$ cat config.mk
export PLATFORM = sky130hd
export DESIGN_NAME = game_sequencer
export DESIGN_NICKNAME = d
export VERILOG_FILES = /design/src/rtl/game_sequencer.sv
export SDC_FILE = /design/constraint.sdc
export NUM_CORES = 1
export LEC_CHECK = 0
export CAP_MARGIN = 5
export CORE_UTILIZATION = 55
export CTS_BUF_LIST = sky130_fd_sc_hd__clkbuf_16
export CTS_CLUSTER_DIAMETER = 40
export CTS_CLUSTER_SIZE = 28
export DETAILED_ROUTE_END_ITERATION = 7
export PLACE_DENSITY = 0.89
export SETUP_SLACK_MARGIN = 0.15
export SYNTH_ARGS = -nofsm -noshare
export SYNTH_HDL_FRONTEND = slang
export SYNTH_SLANG_ARGS = --single-unit
$ cat constraint.sdc
create_clock -name delay_clk -period 4.5 [get_ports delay_clk]
set_input_delay 0.9 -clock delay_clk [delete_from_list [all_inputs] [get_ports delay_clk]]
set_output_delay 0.9 -clock delay_clk [all_outputs]
set_load 0.01 [all_outputs]
$ cat src/rtl/game_sequencer.sv
// Round controller for the three-lane arithmetic game: owns the IDLE/PLAY/OVER
// state, paces lane advances with a level-dependent period, charges missed
// expressions against life and freezes the drop timer while an answer is handled.
module game_sequencer #(
    parameter int INIT_LIFE   = 2,
    parameter int BASE_PERIOD = 512,
    parameter int PERIOD_STEP = 64,
    parameter int MIN_PERIOD  = 128,
    parameter int LEVEL_SCORE = 50,
    parameter int MAX_LEVEL   = 7
) (
    input  logic        delay_clk,
    input  logic        rst,
    input  logic        start,
    input  logic        submit_valid,
    input  logic [2:0]  bottom_occupied,
    input  logic [15:0] score,
    output logic [1:0]  state,
    output logic        advance,
    output logic        clear_all,
    output logic [1:0]  life,
    output logic [2:0]  level,
    output logic        game_over
);

    typedef enum logic [1:0] {
        S_IDLE = 2'b00,
        S_PLAY = 2'b01,
        S_OVER = 2'b10
    } state_t;

    state_t      state_q, state_d;
    logic [9:0]  cnt_q, cnt_d;
    logic [1:0]  life_q, life_d;
    logic [2:0]  level_q, level_d;
    logic        adv_q, adv_d;
    logic        clr_q, clr_d;
    logic        go_q, go_d;

    logic [10:0] dec, period, period_m1;
    logic        term;
    logic [1:0]  misses, life_hit;
    logic [16:0] lvl_thr;

    // Advance period from the current level, clamped at the minimum; a
    // shrinking period that falls below cnt terminates on the next compare.
    always_comb begin
        dec = 11'(level_q) * 11'(PERIOD_STEP);
        if (dec >= 11'(BASE_PERIOD) || (11'(BASE_PERIOD) - dec) < 11'(MIN_PERIOD))
            period = 11'(MIN_PERIOD);
        else
            period = 11'(BASE_PERIOD) - dec;
        period_m1 = period - 11'd1;
        term      = {1'b0, cnt_q} >= period_m1;
        misses    = {1'b0, bottom_occupied[0]} + {1'b0, bottom_occupied[1]}
                  + {1'b0, bottom_occupied[2]};
        life_hit  = (misses >= life_q) ? 2'd0 : life_q - misses;
        lvl_thr   = (17'(level_q) + 17'd1) * 17'(LEVEL_SCORE);
    end

    // Next-state: game flow, drop timer, miss charging and level tracking.
    always_comb begin
        state_d = state_q;
        cnt_d   = cnt_q;
        life_d  = life_q;
        level_d = level_q;
        adv_d   = 1'b0;
        clr_d   = 1'b0;
        case (state_q)
            S_IDLE, S_OVER: begin
                if (start) begin
                    state_d = S_PLAY;
                    clr_d   = 1'b1;
                    life_d  = 2'(INIT_LIFE);
                    level_d = 3'd0;
                    cnt_d   = 10'd0;
                end
            end
            S_PLAY: begin
                // Answer handling pauses the timer without resetting it.
                if (!submit_valid) begin
                    if (!term) begin
                        cnt_d = cnt_q + 10'd1;
                    end else begin
                        adv_d  = 1'b1;
                        cnt_d  = 10'd0;
                        life_d = life_hit;
                        if (life_hit == 2'd0)
                            state_d = S_OVER;
                    end
                end
                if (level_q < 3'(MAX_LEVEL) && {1'b0, score} >= lvl_thr)
                    level_d = level_q + 3'd1;
            end
            default: state_d = S_IDLE;
        endcase
        go_d = (state_d == S_OVER);
    end

    // State and registered outputs, asynchronously cleared.
    always_ff @(posedge delay_clk or negedge rst) begin
        if (!rst) begin
            state_q <= S_IDLE;
            cnt_q   <= 10'd0;
            life_q  <= 2'(INIT_LIFE);
            level_q <= 3'd0;
            adv_q   <= 1'b0;
            clr_q   <= 1'b0;
            go_q    <= 1'b0;
        end else begin
            state_q <= state_d;
            cnt_q   <= cnt_d;
            life_q  <= life_d;
            level_q <= level_d;
            adv_q   <= adv_d;
            clr_q   <= clr_d;
            go_q    <= go_d;
        end
    end

    assign state     = state_q;
    assign advance   = adv_q;
    assign clear_all = clr_q;
    assign life      = life_q;
    assign level     = level_q;
    assign game_over = go_q;

endmodule

* Word level (Yosys, flattened, before mapping) *
Index checks and enable logic that the tools add are counted.

storage, ports and cells
  bits of input ports = 23
  flip-flop bits (word level) = 20
  output and inout port bits = 10
  word-level logic and storage cells = 61

operators by class
  $mul = 1
  equality and inequality tests = 7
  order comparisons = 6
  add/subtract/negate cells = 8
  mux-type cells = 23
  reduce and logical (&&, ||, !) cells = 9

operators with widths
  kind                                                                                  number
  10-bit 2-to-1 mux                                                                     3
  10-bit case mux with 2 select lines                                                   1
  16-bit by 10-bit greater-or-equal comparator with 1-bit output                        1
  2-bit 2-to-1 mux                                                                      8
  10-bit by 11-bit greater-or-equal comparator with 1-bit output                        1
  11-bit by 8-bit less-than comparator with 1-bit output, second input constant         1
  11-bit 2-to-1 mux                                                                     1
  10-bit by 9-bit subtractor with 11-bit output, first input constant                   1
  11-bit by 1-bit subtractor with 11-bit output, second input constant                  1
  10-bit by 1-bit adder with 10-bit output, second input constant                       1
  9-bit by 10-bit greater-or-equal comparator with 1-bit output, second input constant  1
  4-bit by 5-bit multiplier with 9-bit output, second input constant                    1
  2-bit != test, second input constant                                                  4
  2-bit case mux with 2 select lines                                                    2
  3-bit 2-to-1 mux                                                                      2
  3-bit case mux with 2 select lines                                                    1
  3-bit AND reduction                                                                   2
  1-bit 2-to-1 mux                                                                      5
  3-bit by 1-bit adder with 4-bit output, second input constant                         1
  2-bit equality test, second input constant                                            2
  2-bit zero test                                                                       2
  4-bit AND reduction                                                                   1
  3-bit by 1-bit adder with 3-bit output, second input constant                         1
  3-bit less-than comparator, second input constant                                     1
  9 further kinds                                                                       9

* Logic depth before layout (Yosys ltp) *
  word-level depth = 10
  gate-level depth with buffers = 14
  gate-level depth less buffers = 13

* Least setup slack after synthesis *
OpenSTA, ideal clock, no wires.

  path kind = reg2reg
  start = register level_q[0] (netlist: level[0])
  end = register level_q[0] (netlist: level[0])
  setup time = 0.088 ns
  cell stages (with the launch flop) = 15
  arrival time = 3.035 ns
  path slack = 1.377 ns
  clock period less this slack = 3.123 ns
  required time = 4.412 ns
  path buffers = 1
  cell sequence = dfrtp_1 > buf_2 > inv_1 > ha_1 > ha_1 > ha_1 > ha_1 > a41oi_1 > xor2_1 > ha_1 > nand2_1 > and3_1 > a211oi_1 > a31oi_1 > nor3b_1

between the ends
  word-level cells in the longest chain between the ends = 6
  elaborated cells on any way between the ends = 10
  those cells by class = add/sub: 2; mul: 1; order compare: 2; eq/ne: 1; mux: 2; reduce/logical: 2

ends and longest elaborated chain
  item                                                            line  text
  start: declaration                                              35    logic [2:0] level_q, level_d;
  start signal: assignment                                        114   level_q <= level_d;
  3-bit by 1-bit adder with 4-bit output                          58    lvl_thr = (17'(level_q) + 17'd1) * 17'(LEVEL_SCORE);
  4-bit by 5-bit multiplier with 9-bit output                     58
  16-bit by 10-bit greater-or-equal comparator with 1-bit output  92    if (level_q < 3'(MAX_LEVEL) && {1'b0, score} >= lvl_thr)
  1-bit logical AND                                               92
  2-bit != test (no line)                                         -
  3-bit AND reduction (no line)                                   -

Parallel ways exist; a longest one is shown, timed or not. The select of a mux whose other input is x is not followed.
A chain may end at the register's enable or synchronous reset.

* Worst setup path after layout *
Ends and elaborated chain as after synthesis.

==> flow_summary.json <==
{
  "syn-num-nets": 233,
  "status": "complete, but fails checks",
  "stdcell_count": 245,
  "cts_setup_buffers": 0,
  "wl_per_cell_um": 17.4,
  "arrival_ns": 3.83,
  "critPathMostFrequentCell": "ha_1",
  "drtIter0Drc": 69,
  "dp_cells": 241,
  "synth_seq_cells": 20,
  "die_area_um2": 3280,
  "clkPwrFrac_pct": 15.8,
  "diodes": 0,
  "synth_cells": 183,
  "maxCapViolations": 0,
  "path_max_fanout": 11,
  "crit_chain": "inv_1 -> ha_1 -> ha_1 -> ha_1 -> ha_1 -> a41oi_1 -> xor2_1 -> ha_1 -> nand2_1 -> and3_1 -> a211oi_1 -> a31oi_1 -> nor3b_1",
  "cts.path.max_buffers": 2,
  "switching_share_pct": 46.3,
  "syn_avg_cell_area_um2": 9.19,
  "power_frac_comb_pct": 62.9,
  "nets": 265,
  "power.net_switching_uw": 720,
  "crit_slowest_cell": "dfrtp_1",
  "end_kind": "flip-flop",
  "gp_congestion": 0.861,
  "grt_max_degree": 21,
  "grt_pass1_wl_mm": 7.40,
  "drtPass1Iterations": 7,
  "clkLatencyLatePin_ns": 0.25,
  "period_needed_ns": 3.66,
  "ant_nets": 0,
  "drive_above_1_share_pct": 6.07,
  "hp-class": "reg -> reg",
  "dr_total_vias": 1547,
  "start_util_pct": 59.4,
  "drc": 4,
  "violations": "design-rule violations",
  "fp.coreArea_um2": 2830,
  "power_leakage_nw": 0.982,
  "grt.total_usage_pct": 29.2,
  "start_kind": "flip-flop",
  "finalSetupTns_ns": 0,
  "cts.repair.resized": 0,
  "grt_setup_unrepaired": "no",
  "final_hold_viol_count": 0,
  "cts_buffers": 3,
  "io_pins": 33,
  "worst_pin_slew_ns": 0.900,
  "synth_area_um2": 1680,
  "avgViaCountPerCell": 6.31,
  "antenna_found_initial": 0,
  "path_clk_slew_ns": 0.06,
  "row_count": 19,
  "yosysUniqueCellTypes": 47,
  "drt_wl_total_mm": 4.26,
  "cp.required_ns": 4.67,
  "die_h_um": 57.3,
  "io_buffer_count": 32,
  "fmax_ghz": 0.273,
  "die_w_um": 57.3,
  "max-slew-margin-rel_pct": 39.8,
  "cpPeakStageDelay_ns": 0.58,
  "grt_overflow_total": 0,
  "synthToLayoutAreaGrowth_pct": 25.7,
  "synth_warnings": 0,
  "finalCritPeriodShare_pct": 81.4,
  "cts_sinks": 20,
  "htree_levels": 1,
  "report.final.slew_viol_count": 0,
  "ir_worst_vdd_mv": 0.429,
  "cts_root_buf": "clkbuf_16",
  "pwr-share-seq_pct": 21.3,
  "cellPowerDensity_nw_per_um2": 736,
  "tritoncts": "yes",
  "seq_area_frac_synth_pct": 29.8,
  "grt_pass1_vias": 1587,
  "setup_violations": 0,
  "p_int_uw": 835,
  "dp_hpwl_mm": 3.07,
  "critPathKind": "reg -> reg",
  "hold_buffers": 0,
  "skew_ns": 0.00643
}
routing by layer:
layer  up-vias  part of all wire, %  GRT usage, %
li1        733                    -             -
met1       742                   42          37.0
met2        56                   50          51.1
met3        16                  5.0          5.44
met4         0                  2.6          8.01
met5         -                    0             0
stage by stage:
| step | util (%) | power, mW | instance area, um^2 | setup WS (ns) | hold slack (ns) |
|---|---|---|---|---|---|
| after floorplan | - | 1.02 | 1680 | 1.38 | 0.477 |
| after global placement | 71.0 | 1.22 | 2010 | 1.21 | 0.512 |
| after detailed placement | 71.0 | 1.28 | 2010 | 0.923 | 0.521 |
| after CTS | 74.7 | 1.54 | 2110 | 0.892 | 0.531 |
| after global routing | 74.7 | 1.72 | 2110 | 0.616 | 0.544 |
| final | 74.7 | 1.56 | 2110 | 0.837 | 0.535 |
logic make-up (layout without fill, tap and decap cells):
family	count (synthesis)	count (layout)	synth area share [%]
XOR/XNOR	13	13	6.77
adder cells (fa/ha/maj)	27	27	21.0
AO/OA/AOI/OAI	40	40	16.2
flip-flops	20	20	29.8
buffers and inverters	18	49	4.76
multiplexers	2	2	1.19
AND/OR/NAND/NOR	63	63	20.2
final timing paths:
kind | from | end | slack (ns) | cells past startpoint
max in group asynchronous | rst | cnt_q[0]$_DFFE_PN0P_ | 2.79 | 1
hold / removal | life[1]$_DFFE_PN1P_ | life[1]$_DFFE_PN1P_ | 0.53 | 1
min in group asynchronous | rst | cnt_q[4]$_DFFE_PN0P_ | 1.16 | 1
hold reg to reg | life[1]$_DFFE_PN1P_ | life[1]$_DFFE_PN1P_ | 0.53 | 1
setup / recovery | level[0]$_DFFE_PN0P_ | level[0]$_DFFE_PN0P_ | 0.84 | 13
setup reg to reg | level[0]$_DFFE_PN0P_ | level[0]$_DFFE_PN0P_ | 0.84 | 13
critical path: cells and delay by family, from the launching register on:
kind,cells,cell delay (ns)
AOI/OAI and AO/OA,3,0.63
and+or+nand+nor,3,0.47
DFF,1,0.58
xor gates and xnor gates,1,0.12
buffers and inverters,1,0.23
adders and majority gates,5,1.54
power groups by stage:
stage	combinational (mW)	sequential [mW]	clock, mW
after floorplan	0.722	0.297	0
after global placement	0.899	0.320	0
after detailed placement	0.953	0.326	0
after CTS	0.968	0.327	0.247
after global routing	1.13	0.339	0.257
final	0.978	0.332	0.245
sequential cells by signal, summed over array words and instances, names as in the netlist:
register / flops
state: 2
clear_all: 1
cnt_q: 10
advance: 1
life: 2
level: 3
game_over: 1
layout by cell type, fill, tap and decap left out, types with 2 or more instances in the layout:
master,instances
o211ai_1,2
nor2_1,13
o41ai_1,3
o2111ai_1,2
nand4_1,5
xor2_1,10
o21ai_1,2
nand2b_1,5
nor3b_1,2
o21ai_0,4
a21oi_1,9
inv_2,2
nor3_1,5
clkdlybuf4s50_1,32
nand3_1,9
inv_1,11
ha_1,25
xnor2_1,3
clkbuf_16,3
dfrtp_1,19
a31oi_1,4
and3_1,3
nand2_1,12
mux2i_1,2
fa_1,2
a211oi_1,3
synthesized netlist by cell type (all sizes together):
master	number	share of area (%)
a211o	1	0.52
inv	13	2.9
dfrtp	19	28
a41oi	1	0.52
nor3	5	1.5
and3	3	1.1
nor3b	3	2.0
a31oi	4	1.5
and2	1	0.37
o21a	1	0.45
buf	5	1.9
ha	25	19
nor2	14	3.3
nand3	9	2.7
nor4	1	0.37
o2111ai	2	1.0
and4	1	0.67
dfstp	1	1.6
o21ai	6	1.8
or4	1	0.45
a21o	1	0.45
or3b	2	1.0
o22ai	1	0.37
a31o	1	0.52
o32ai	1	0.52
a21oi	10	3.2
a211oi	3	1.3
nand2	12	2.7
xnor2	3	1.6
a2bb2oi	1	0.52
o21bai	1	0.45
a32o	1	0.60
fa	2	2.4
or2	1	0.37
o211ai	2	0.89
nand4	5	1.9
nand2b	5	1.9
o41ai	3	1.6
mux2i	2	1.2
xor2	10	5.2
layout make-up:
class | instances | area [um^2]
fillers | 195 | 714
inverters | 13 | 48.8
well taps | 31 | 38.8
clock buffers | 3 | 75.1
flip-flops and latches | 20 | 502
repair buffers | 32 | 320
clock inverters | 1 | 30.0
multi-input cells | 145 | 1100
(Power assumes the default switching activity.)
